$ cat config.mk
export PLATFORM = sky130hd
export DESIGN_NAME = nav_controller_flat
export DESIGN_NICKNAME = d
export VERILOG_FILES = /design/src/rtl/nav_pkg.sv /design/src/rtl/nav_controller_if.sv /design/src/rtl/sensor_debounce.sv /design/src/rtl/nav_controller.sv /design/src/flat_wrapper.sv
export SDC_FILE = /design/constraint.sdc
export NUM_CORES = 1
export LEC_CHECK = 0
export ABC_AREA = 1
export CAP_MARGIN = 20
export CORE_MARGIN = 2
export CORE_UTILIZATION = 50
export CTS_CLUSTER_DIAMETER = 40
export DETAILED_ROUTE_END_ITERATION = 12
export PLACE_DENSITY = 0.65
export SYNTH_ARGS = -nofsm -noshare
export SYNTH_HDL_FRONTEND = slang
export SYNTH_SLANG_ARGS = --single-unit
$ cat constraint.sdc
create_clock -name clk -period 1.9 [get_ports clk]
set_input_delay 0.19 -clock clk [delete_from_list [all_inputs] [get_ports clk]]
set_output_delay 0.19 -clock clk [all_outputs]
set_load 0.1 [all_outputs]
$ cat src/rtl/nav_pkg.sv
// Shared types and defaults for the navigation controller.
// Latency: n/a (types and constants only).
// Backpressure: n/a.
package nav_pkg;

  // FSM state encodings; also exported on state_dbg
  typedef enum logic [2:0] {
    ST_IDLE   = 3'd0,
    ST_FWD    = 3'd1,
    ST_TURN_R = 3'd2,
    ST_TURN_L = 3'd3,
    ST_SETTLE = 3'd4
  } nav_state_t;

  // Last turn direction
  typedef enum logic {
    DIR_R = 1'b0,
    DIR_L = 1'b1
  } nav_dir_t;

  localparam int DEF_DEB_CYCLES    = 4;
  localparam int DEF_TURN_CYCLES   = 16;
  localparam int DEF_SETTLE_CYCLES = 2;
  localparam int DEF_TIMER_W       = 8;

endpackage

$ cat src/rtl/nav_controller_if.sv
// Run switch, obstacle sensors and motion command bundle of the navigation controller.
// Latency: n/a (wiring only).
// Backpressure: none; commands are level signals consumed every cycle.
interface nav_controller_if;
  logic       enable;
  logic       obs_front;
  logic       obs_left;
  logic       obs_right;
  logic       Frente;
  logic       RotR;
  logic       RotL;
  logic [2:0] state_dbg;

  // Stimulus / system side
  modport master (
    output enable, obs_front, obs_left, obs_right,
    input  Frente, RotR, RotL, state_dbg
  );

  // Controller side
  modport slave (
    input  enable, obs_front, obs_left, obs_right,
    output Frente, RotR, RotL, state_dbg
  );
endinterface

$ cat src/rtl/sensor_debounce.sv
// Synchronizes one asynchronous sensor and filters out changes shorter than DEB_CYCLES.
// Latency: 2 sync edges + DEB_CYCLES edges from a stable raw change to filt.
// Backpressure: none; free-running per-cycle filter.
module sensor_debounce #(
  parameter int DEB_CYCLES = 4,
  parameter int TIMER_W    = 8
) (
  input  logic clk,
  input  logic rst_n,
  input  logic raw,
  output logic filt
);

  localparam logic [TIMER_W-1:0] DEB_LAST = TIMER_W'(DEB_CYCLES - 1);

  logic               sync1;
  logic               sync2;
  logic [TIMER_W-1:0] cnt;

  // Two-flop synchronizer for the asynchronous sensor input
  always_ff @(posedge clk or negedge rst_n) begin
    if (!rst_n) begin
      sync1 <= 1'b0;
      sync2 <= 1'b0;
    end else begin
      sync1 <= raw;
      sync2 <= sync1;
    end
  end

  // Count consecutive disagreement cycles; commit the new value on the last one
  always_ff @(posedge clk or negedge rst_n) begin
    if (!rst_n) begin
      cnt  <= '0;
      filt <= 1'b0;
    end else if (sync2 != filt) begin
      if (cnt == DEB_LAST) begin
        filt <= sync2;
        cnt  <= '0;
      end else begin
        cnt <= cnt + 1'b1;
      end
    end else begin
      cnt <= '0;
    end
  end

endmodule

$ cat src/rtl/nav_controller.sv
// Vacuum robot navigation: debounced obstacle sensors drive a timed forward/turn/settle FSM.
// Latency: enable->Frente 1 edge; sensor change->command DEB_CYCLES+3 edges.
// Backpressure: none; Moore one-hot-or-zero commands, enable=0 forces IDLE next edge.
module nav_controller
  import nav_pkg::*;
#(
  parameter int DEB_CYCLES    = DEF_DEB_CYCLES,
  parameter int TURN_CYCLES   = DEF_TURN_CYCLES,
  parameter int SETTLE_CYCLES = DEF_SETTLE_CYCLES,
  parameter int TIMER_W       = DEF_TIMER_W
) (
  input logic         clk,
  input logic         rst_n,
  nav_controller_if.slave nav
);

  localparam logic [TIMER_W-1:0] TURN_LOAD   = TIMER_W'(TURN_CYCLES - 1);
  localparam logic [TIMER_W-1:0] SETTLE_LOAD = TIMER_W'(SETTLE_CYCLES - 1);

  logic front_f;
  logic left_f;
  logic right_f;

  nav_state_t         state;
  nav_state_t         state_nxt;
  logic [TIMER_W-1:0] timer;
  logic [TIMER_W-1:0] timer_nxt;
  nav_dir_t           last_dir;
  nav_dir_t           last_dir_nxt;

  logic frente;
  logic rot_r;
  logic rot_l;

  sensor_debounce #(.DEB_CYCLES(DEB_CYCLES), .TIMER_W(TIMER_W)) u_deb_front (
    .clk(clk), .rst_n(rst_n), .raw(nav.obs_front), .filt(front_f)
  );
  sensor_debounce #(.DEB_CYCLES(DEB_CYCLES), .TIMER_W(TIMER_W)) u_deb_left (
    .clk(clk), .rst_n(rst_n), .raw(nav.obs_left), .filt(left_f)
  );
  sensor_debounce #(.DEB_CYCLES(DEB_CYCLES), .TIMER_W(TIMER_W)) u_deb_right (
    .clk(clk), .rst_n(rst_n), .raw(nav.obs_right), .filt(right_f)
  );

  // State, timer and turn-direction registers
  always_ff @(posedge clk or negedge rst_n) begin
    if (!rst_n) begin
      state    <= ST_IDLE;
      timer    <= '0;
      last_dir <= DIR_R;
    end else begin
      state    <= state_nxt;
      timer    <= timer_nxt;
      last_dir <= last_dir_nxt;
    end
  end

  // Next-state logic; disable overrides everything
  always_comb begin
    state_nxt    = state;
    timer_nxt    = timer;
    last_dir_nxt = last_dir;
    if (!nav.enable) begin
      state_nxt = ST_IDLE;
      timer_nxt = '0;
    end else begin
      case (state)
        ST_IDLE: state_nxt = ST_FWD;
        ST_FWD: begin
          if (front_f) begin
            timer_nxt = TURN_LOAD;
            // Left only when right is blocked and left is clear; otherwise prefer right
            if (right_f && !left_f) begin
              state_nxt    = ST_TURN_L;
              last_dir_nxt = DIR_L;
            end else begin
              state_nxt    = ST_TURN_R;
              last_dir_nxt = DIR_R;
            end
          end
        end
        ST_TURN_R, ST_TURN_L: begin
          if (timer == '0) begin
            state_nxt = ST_SETTLE;
            timer_nxt = SETTLE_LOAD;
          end else begin
            timer_nxt = timer - 1'b1;
          end
        end
        ST_SETTLE: begin
          if (timer == '0) begin
            if (!front_f) begin
              state_nxt = ST_FWD;
            end else begin
              // Keep turning the same way; side sensors are deliberately ignored here
              state_nxt = (last_dir == DIR_L) ? ST_TURN_L : ST_TURN_R;
              timer_nxt = TURN_LOAD;
            end
          end else begin
            timer_nxt = timer - 1'b1;
          end
        end
        default: begin
          state_nxt = ST_IDLE;
          timer_nxt = '0;
        end
      endcase
    end
  end

  // Moore output decode; at most one command per state
  always_comb begin
    frente = 1'b0;
    rot_r  = 1'b0;
    rot_l  = 1'b0;
    case (state)
      ST_FWD:    frente = 1'b1;
      ST_TURN_R: rot_r  = 1'b1;
      ST_TURN_L: rot_l  = 1'b1;
      default: ;
    endcase
  end

  assign nav.Frente    = frente;
  assign nav.RotR      = rot_r;
  assign nav.RotL      = rot_l;
  assign nav.state_dbg = state;

endmodule

$ cat src/flat_wrapper.sv
// flat-port wrapper written by rule: the top's interface ports become plain ports
module nav_controller_flat import nav_pkg::*;
#(
  parameter int DEB_CYCLES    = DEF_DEB_CYCLES,
  parameter int TURN_CYCLES   = DEF_TURN_CYCLES,
  parameter int SETTLE_CYCLES = DEF_SETTLE_CYCLES,
  parameter int TIMER_W       = DEF_TIMER_W
)
  (clk, rst_n, nav_enable, nav_obs_front, nav_obs_left, nav_obs_right, nav_Frente, nav_RotR, nav_RotL, nav_state_dbg);
  nav_controller_if nav_i ();
  input logic clk;
  input logic rst_n;
  input wire logic [$bits(nav_i.enable)-1:0] nav_enable;
  input wire logic [$bits(nav_i.obs_front)-1:0] nav_obs_front;
  input wire logic [$bits(nav_i.obs_left)-1:0] nav_obs_left;
  input wire logic [$bits(nav_i.obs_right)-1:0] nav_obs_right;
  output wire logic [$bits(nav_i.Frente)-1:0] nav_Frente;
  output wire logic [$bits(nav_i.RotR)-1:0] nav_RotR;
  output wire logic [$bits(nav_i.RotL)-1:0] nav_RotL;
  output wire logic [$bits(nav_i.state_dbg)-1:0] nav_state_dbg;
  assign nav_i.enable = nav_enable;
  assign nav_i.obs_front = nav_obs_front;
  assign nav_i.obs_left = nav_obs_left;
  assign nav_i.obs_right = nav_obs_right;
  assign nav_Frente = nav_i.Frente;
  assign nav_RotR = nav_i.RotR;
  assign nav_RotL = nav_i.RotL;
  assign nav_state_dbg = nav_i.state_dbg;
  nav_controller #(.DEB_CYCLES(DEB_CYCLES), .TURN_CYCLES(TURN_CYCLES), .SETTLE_CYCLES(SETTLE_CYCLES), .TIMER_W(TIMER_W)) u_core (.clk(clk), .rst_n(rst_n), .nav(nav_i));
endmodule
==> summary.md, run 1 <==
| Metric | Value |
|---|---|
| Status | completed |
| 1st-pass router iterations | 4 |
| Mapped Avg Cell Area | 8.096 µm² |
| Worst-path clk slew | 80 ps |
| Clock Sinks | 45 |
| Top cells by area, synth | dfrtp_1 48%, nand2_1 13%, nor2_1 6.5% |
| Critical path's largest stage delay | around 510 ps |
| Ant diodes | 0 |
| Syn nets | roughly 300 |
| DR DRC count | 0 |
| Gpl congestion | around 0.90 |
| Drt wl/cell | roughly 11 µm |
| Final hold viol count | 0 |
| Fin crit share | approximately nine tenths |
| # nets final | 317 |
| Setup TNS | 0 ps |
| Power, Total | between 3 and 4 mW |
| Post-DRT Antenna Nets | 0 |
| Mapped Area | 2323 µm² |
| Comb pwr share | roughly half |
| Layout cells sized above 1 | a little over a tenth |
| # H-tree levels | 2 |
| Critical path class | reg2out |
| Total core area | 4414 µm² |
| Filler instances | around 410 |
| FP Rows | 24 |
| Synth area leader | dfrtp_1 |
| CTS tree | yes |
| Die width | approximately 72 µm |
| Worst hold slack | around 340 ps |
| Cts repair resizes | 0 |
| CP max FO | 8 |
| Vias in the first global route | 1785 |
| Vias per cell | roughly 5.0 |
| Psw | around 1.8 mW |
| Internal power | just over 2 mW |
| CP max-delay cell | dfrtp_4 |
| Worst Max-Slew Pin Slew | 605.0 ps |
| RSZ-0062 raised after global routing | no |
| Final setup skew | between 10 and 15 ps |
| Clock Tree Buf Depth | 2 |
| CP Launch Type | flip-flop |
| Switching Fraction | 46.85% |
| Synth cell types | 30 |
| Fin. max-slew vios | 0 |
| Crit path buffers/inverters | 3 |
| Area growth syn-to-layout | 13.68% |
| Starting density of the core | around 53% |
| Yosys warns | 0 |
| Max Freq | approximately 590 MHz |
| First-pass GRT wire length | approximately 7.8 mm |
| Routed WL | around 4 mm |
| Clock latency at the later pin of the worst-skew pair | 290 ps |
| # setup viols final | 0 |
| Max_slew headroom | 59.37% |
| Vias after detailed routing | 1792 |
| Crit path cell chain | inv_2 > nand3_2 > clkinvlp_4 > buf_12 |
| Max IR drop VDD | approximately 0.00084 V |
| Minimum clock period | 1704 ps |
| Clock share of power | roughly 15% |
| Clock root cell | clkbuf_8 |
| I/O Buffers | 11 |
| Initial antenna violation count | 0 |
| Worst min-delay path class | in2reg |
| PwrDens | ~1500 nW/µm² |
| Post-synthesis instance total | roughly 290 |
| Number of max-cap violations | 0 |
| Pin count of the biggest net entering global routing | 27 |
| Post-synthesis sequential area ratio | 48.47% |
| HPWL Detailed | 2.964 mm |
| Aggregate global-route resource usage | a little under a fifth |
| Lkg Pwr | between 1 and 1.5 nW |
| I/O pins | 12 |
| WP data arrival | about 1500 ps |
| Full die area | 5209 µm² |
| Synth top area share | between 40% and 50% |
| Power share of the sequential group | approximately a third |
| Die height | 72.17 µm |
| Remaining Overflow, GRT | 0 |
| DR iter-0 viols | 100 |
| Total CTS buffers | 5 |
| CP Capture Type | output port |
| Crit-path leading delay family | flip-flops |
| Worst EP required | approximately 1700 ps |
| Number of synthesized register bits | 45 |
==> cells by family after synthesis <==
| group | Yosys count | synth area share (%) |
|---|---|---|
| buf+inv | 39 | 6.839 |
| simple gates | 166 | 32.15 |
| fa+ha+maj | 5 | 2.693 |
| xor+xnor | 13 | 4.900 |
| compound gates | 19 | 4.955 |
| flops | 45 | 48.47 |
==> state kept, by name, summed over array words and instances, names as in the netlist <==
signal,flops
u_core.u_deb_right.sync2,1
u_core.u_deb_right.cnt,8
u_core.u_deb_right.sync1,1
u_core.nav.state_dbg,3
u_core.last_dir,1
u_core.u_deb_front.sync1,1
u_core.u_deb_right.filt,1
u_core.u_deb_left.cnt,8
u_core.u_deb_left.sync1,1
u_core.u_deb_front.cnt,8
u_core.u_deb_left.sync2,1
u_core.u_deb_left.filt,1
u_core.timer,8
u_core.u_deb_front.filt,1
u_core.u_deb_front.sync2,1
==> what timing repair did <==
action / 4_1_cts / 5_1_grt
endpoints found under the hold margin: 19 / 0
setup buffers: 0 / 0
hold buffers: 1 / 0
==> cell usage after synthesis <==
cell type and number:
nor3b_1 8, nand2_1 78, a21oi_2 1, buf_2 1, nor2_4 1, ha_1 5, nor3_1 2, buf_4 1
o31ai_1 1, o21ai_4 1, and3_1 1, nand3_2 1, inv_2 2, nand2_2 2, dfrtp_1 45, nor2_1 40
or2_1 1, nand2_4 2, nor4_1 4, a21oi_1 5, o211ai_1 1, xnor2_1 5, buf_6 1, xor2_1 8
o21ai_0 8, nand3_1 18, inv_1 34, nor2_2 1, nand4_1 7, o21ai_1 2
==> cell usage in the layout (no fill, tap or decap), drive strengths merged, types with 2 or more instances in the layout <==
cell type / instances
nor4: 4
ha: 5
xnor2: 5
nand3: 19
nand2: 82
nor3: 2
nand4: 7
dfrtp: 45
clkdlybuf4s50: 4
a21oi: 6
xor2: 8
clkbuf: 7
o21ai: 11
nor2: 42
inv: 35
buf: 10
nor3b: 8
==> power by group through the flow <==
stage | combinational [mW] | sequential (mW) | clock [mW]
2_1_floorplan | 1.46 | 1.47 | 0
3_3_place_gp | 1.91 | 1.38 | 0
3_5_place_dp | 1.92 | 1.38 | 0
4_1_cts | 1.93 | 1.36 | 0.617
5_1_grt | 2.20 | 1.40 | 0.657
6_report | 1.93 | 1.36 | 0.582
==> cell type report <==
class / instances / area (µm²) / share of cell area [%]
flip-flops and latches: 45 / 1135 / 42.97
multi-input cells: 203 / 1044 / 39.51
repair buffers: 15 / 172.7 / 6.537
inverters: 36 / 138.9 / 5.258
well taps: 52 / 65.06 / 2.463
clock buffers: 7 / 86.33 / 3.269
==> final timing paths <==
| path | cells past startpoint | from | endpoint | slack, ps |
|---|---|---|---|---|
| worst min register to register | 0 | u_core.u_deb_front.sync1$_DFF_PN0_ | u_core.u_deb_front.sync2$_DFF_PN0_ | 350 |
| worst min-delay path | 1 | nav_obs_front | u_core.u_deb_front.sync1$_DFF_PN0_ | 340 |
| min in group asynchronous | 2 | rst_n | u_core.u_deb_left.cnt[4]$_DFF_PN0_ | 390 |
| worst max-delay path | 4 | u_core.nav.state_dbg[2]$_DFFE_PN0P_ | nav_Frente | 200 |
| worst max register to register | 10 | u_core.timer[0]$_DFFE_PN0P_ | u_core.nav.state_dbg[1]$_DFFE_PN0P_ | 340 |
| max in group asynchronous | 3 | rst_n | u_core.last_dir$_DFFE_PN0P_ | 1010 |
==> layer usage <==
layer,part of all wire [%],global-route usage [%]
met5,0,0
met4,1.9,6.499
met3,3.9,3.750
met2,45,29.66
met1,50,26.48
==> metrics by stage <==
stage,worst slack (ps),area (µm²),std cells,util (%)
floorplan,12.04,2341,287,-
global placement,409.7,2545,350,57.65
detailed placement,375.0,2545,350,57.65
CTS,166.2,2641,358,59.84
global route,104.2,2641,358,59.84
finish,196.2,2641,358,59.84
Note: power is estimated with default switching activity, not from simulation.
==> run 2: changes to the inputs <==
Settings changed: CORE_MARGIN 2 to 1.5, REMOVE_ABC_BUFFERS set to 1, TNS_END_PERCENT set to 1.
==> summary.md, run 2 (synthesis results as in run 1) <==
| Metric | Value |
|---|---|
| RSZ-0062 raised after global routing | no |
| I/O Buffers | 11 |
| Fin crit share | about 90% |
| Clock Tree Buf Depth | 2 |
| Drt wl/cell | around 11 µm |
| Worst min-delay path class | in2reg |
| Max_slew headroom | a little under three fifths |
| DR DRC count | 0 |
| FP Rows | 24 |
| 1st-pass router iterations | 4 |
| Remaining Overflow, GRT | 0 |
| Register Area | 1126 µm² |
| Minimum clock period | 1705 ps |
| Ant diodes | 0 |
| PwrDens | about 1500 nW/µm² |
| Worst Max-Slew Pin Slew | between 600 and 700 ps |
| DR iter-0 viols | 100 |
| Lkg Pwr | around 1.3 nW |
| Final Instance Area | 2641 µm² |
| Final setup skew | between 4 and 5 ps |
| Vias in the first global route | 1650 |
| Final hold viol count | 0 |
| Area occupied by multi-input gates | between 1000 and 1500 µm² |
| Max IR drop VDD | slightly below 0.0008 V |
| CP Launch Type | flip-flop |
| HPWL Detailed | about 2.9 mm |
| # H-tree levels | 2 |
| Full die area | approximately 5100 µm² |
| Filler instances | ~390 |
| CP Capture Type | output port |
| Fin. max-slew vios | 0 |
| Most common cell after layout, fill and taps aside | nand2_1 |
| CP max FO | 8 |
| I/O pins | 12 |
| Vias per cell | about 5.0 |
| GR Util met2 | 27.67% |
| Pin count of the biggest net entering global routing | 46 |
| Vias after detailed routing | ~1800 |
| Gpl congestion | roughly 0.90 |
| Commonest cells after routing, fill and taps aside | 78 x nand2_1, 45 x dfrtp_1, 40 x nor2_1 |
| Worst-path clk slew | 90 ps |
| Layout cells sized above 1 | between 9 and 10% |
| Met3 Resource Use GR | ~4.3% |
| Area growth syn-to-layout | 13.68% |
| Routing usage on met1 | between 20% and 30% |
| Max Freq | slightly below 600 MHz |
| Clock root cell | clkbuf_8 |
| Cts repair resizes | 0 |
| Critical path class | reg2out |
| Routed WL | approximately 4.0 mm |
| # setup viols final | 0 |
| WP data arrival | roughly 1500 ps |
| Clock Sinks | 45 |
| Worst EP required | between 1500 and 2000 ps |
| Post-DRT Antenna Nets | 0 |
| Die width | ~71 µm |
| Placed Area | approximately 2500 µm² |
| Aggregate global-route resource usage | between 10% and 20% |
| Total core area | around 4400 µm² |
| Die height | ~71 µm |
| Total CTS buffers | 5 |
| Power, Total | 4.009 mW |
| Number of max-cap violations | 0 |
| CTS tree | yes |
| Initial antenna violation count | 0 |
| # nets final | 317 |
| Starting density of the core | between 50% and 60% |
| Clock latency at the later pin of the worst-skew pair | 290 ps |
| Worst hold slack | 328.3 ps |
| First-pass GRT wire length | ~7.3 mm |
| Most Crowded Layer GR | met2 |
| Status | completed |
run 2: cell count changes in the layout (fill, tap and decap cells not counted), sizes merged:
cell | previous run | this run
bufinv | 0 | 1
clkinvlp | 1 | 0
inv | 35 | 36
run 2: timing repair:
action                     in CTS  in global routing
setup buffers                   0                  0
hold endpoints to repair       33                  0
setup endpoints to repair       0                  0
hold buffers                    1                  0
run 2: critical path, cell delays in order, from the launching register on:
cell and delay, ps:
dfrtp_1 470, inv_1 100, nand3_2 190, inv_1 250, buf_12 210
run 2: per-layer routing:
layer / vias up / part of all wire (%) / wire (µm)
li1: 947 / - / -
met4: 0 / 0.72 / 29
met5: - / 0 / 0
met3: 2 / 3.8 / 154
met2: 26 / 47 / 1881
met1: 815 / 49 / 1965
run 2: report_power, final:
group	total, mW	internal, mW	switching [mW]
sequential	1.35	1.15	0.204
combinational	1.91	0.601	1.31
clock	0.743	0.429	0.314
run 2: cell type report:
cell class                 instances  share of cell area (%)
timing repair buffer              15                   6.063
clock inverter                     1                   1.137
sequential                        45                   42.63
multi-input combinational        203                   39.32
tap                               52                   2.463
inverter                          36                   5.116
clock buffer                       7                   3.269
run 2: path summary, 6_finish.rpt:
path | start | end | slack (ps) | depth (start not counted)
worst max-delay path | u_core.nav.state_dbg[1]$_DFFE_PN0P_ | nav_Frente | 200 | 4
worst min-delay path | nav_obs_front | u_core.u_deb_front.sync1$_DFF_PN0_ | 330 | 1
worst max register to register | u_core.timer[0]$_DFFE_PN0P_ | u_core.nav.state_dbg[1]$_DFFE_PN0P_ | 320 | 10
worst min register to register | u_core.u_deb_front.sync1$_DFF_PN0_ | u_core.u_deb_front.sync2$_DFF_PN0_ | 350 | 0
max in group asynchronous | rst_n | u_core.u_deb_right.cnt[0]$_DFF_PN0_ | 1010 | 3
min in group asynchronous | rst_n | u_core.nav.state_dbg[2]$_DFFE_PN0P_ | 500 | 3
run 2: through the flow:
step	worst slack [ps]	TNS, ps	std cells	utilization (%)
final	195.2	0	359	59.84
after global routing	101.8	0	359	59.84
after CTS	188.0	0	359	59.84
after detailed placement	355.7	0	350	56.97
after global placement	404.3	0	350	56.97
after floorplan	-793.6	-3391	284	-
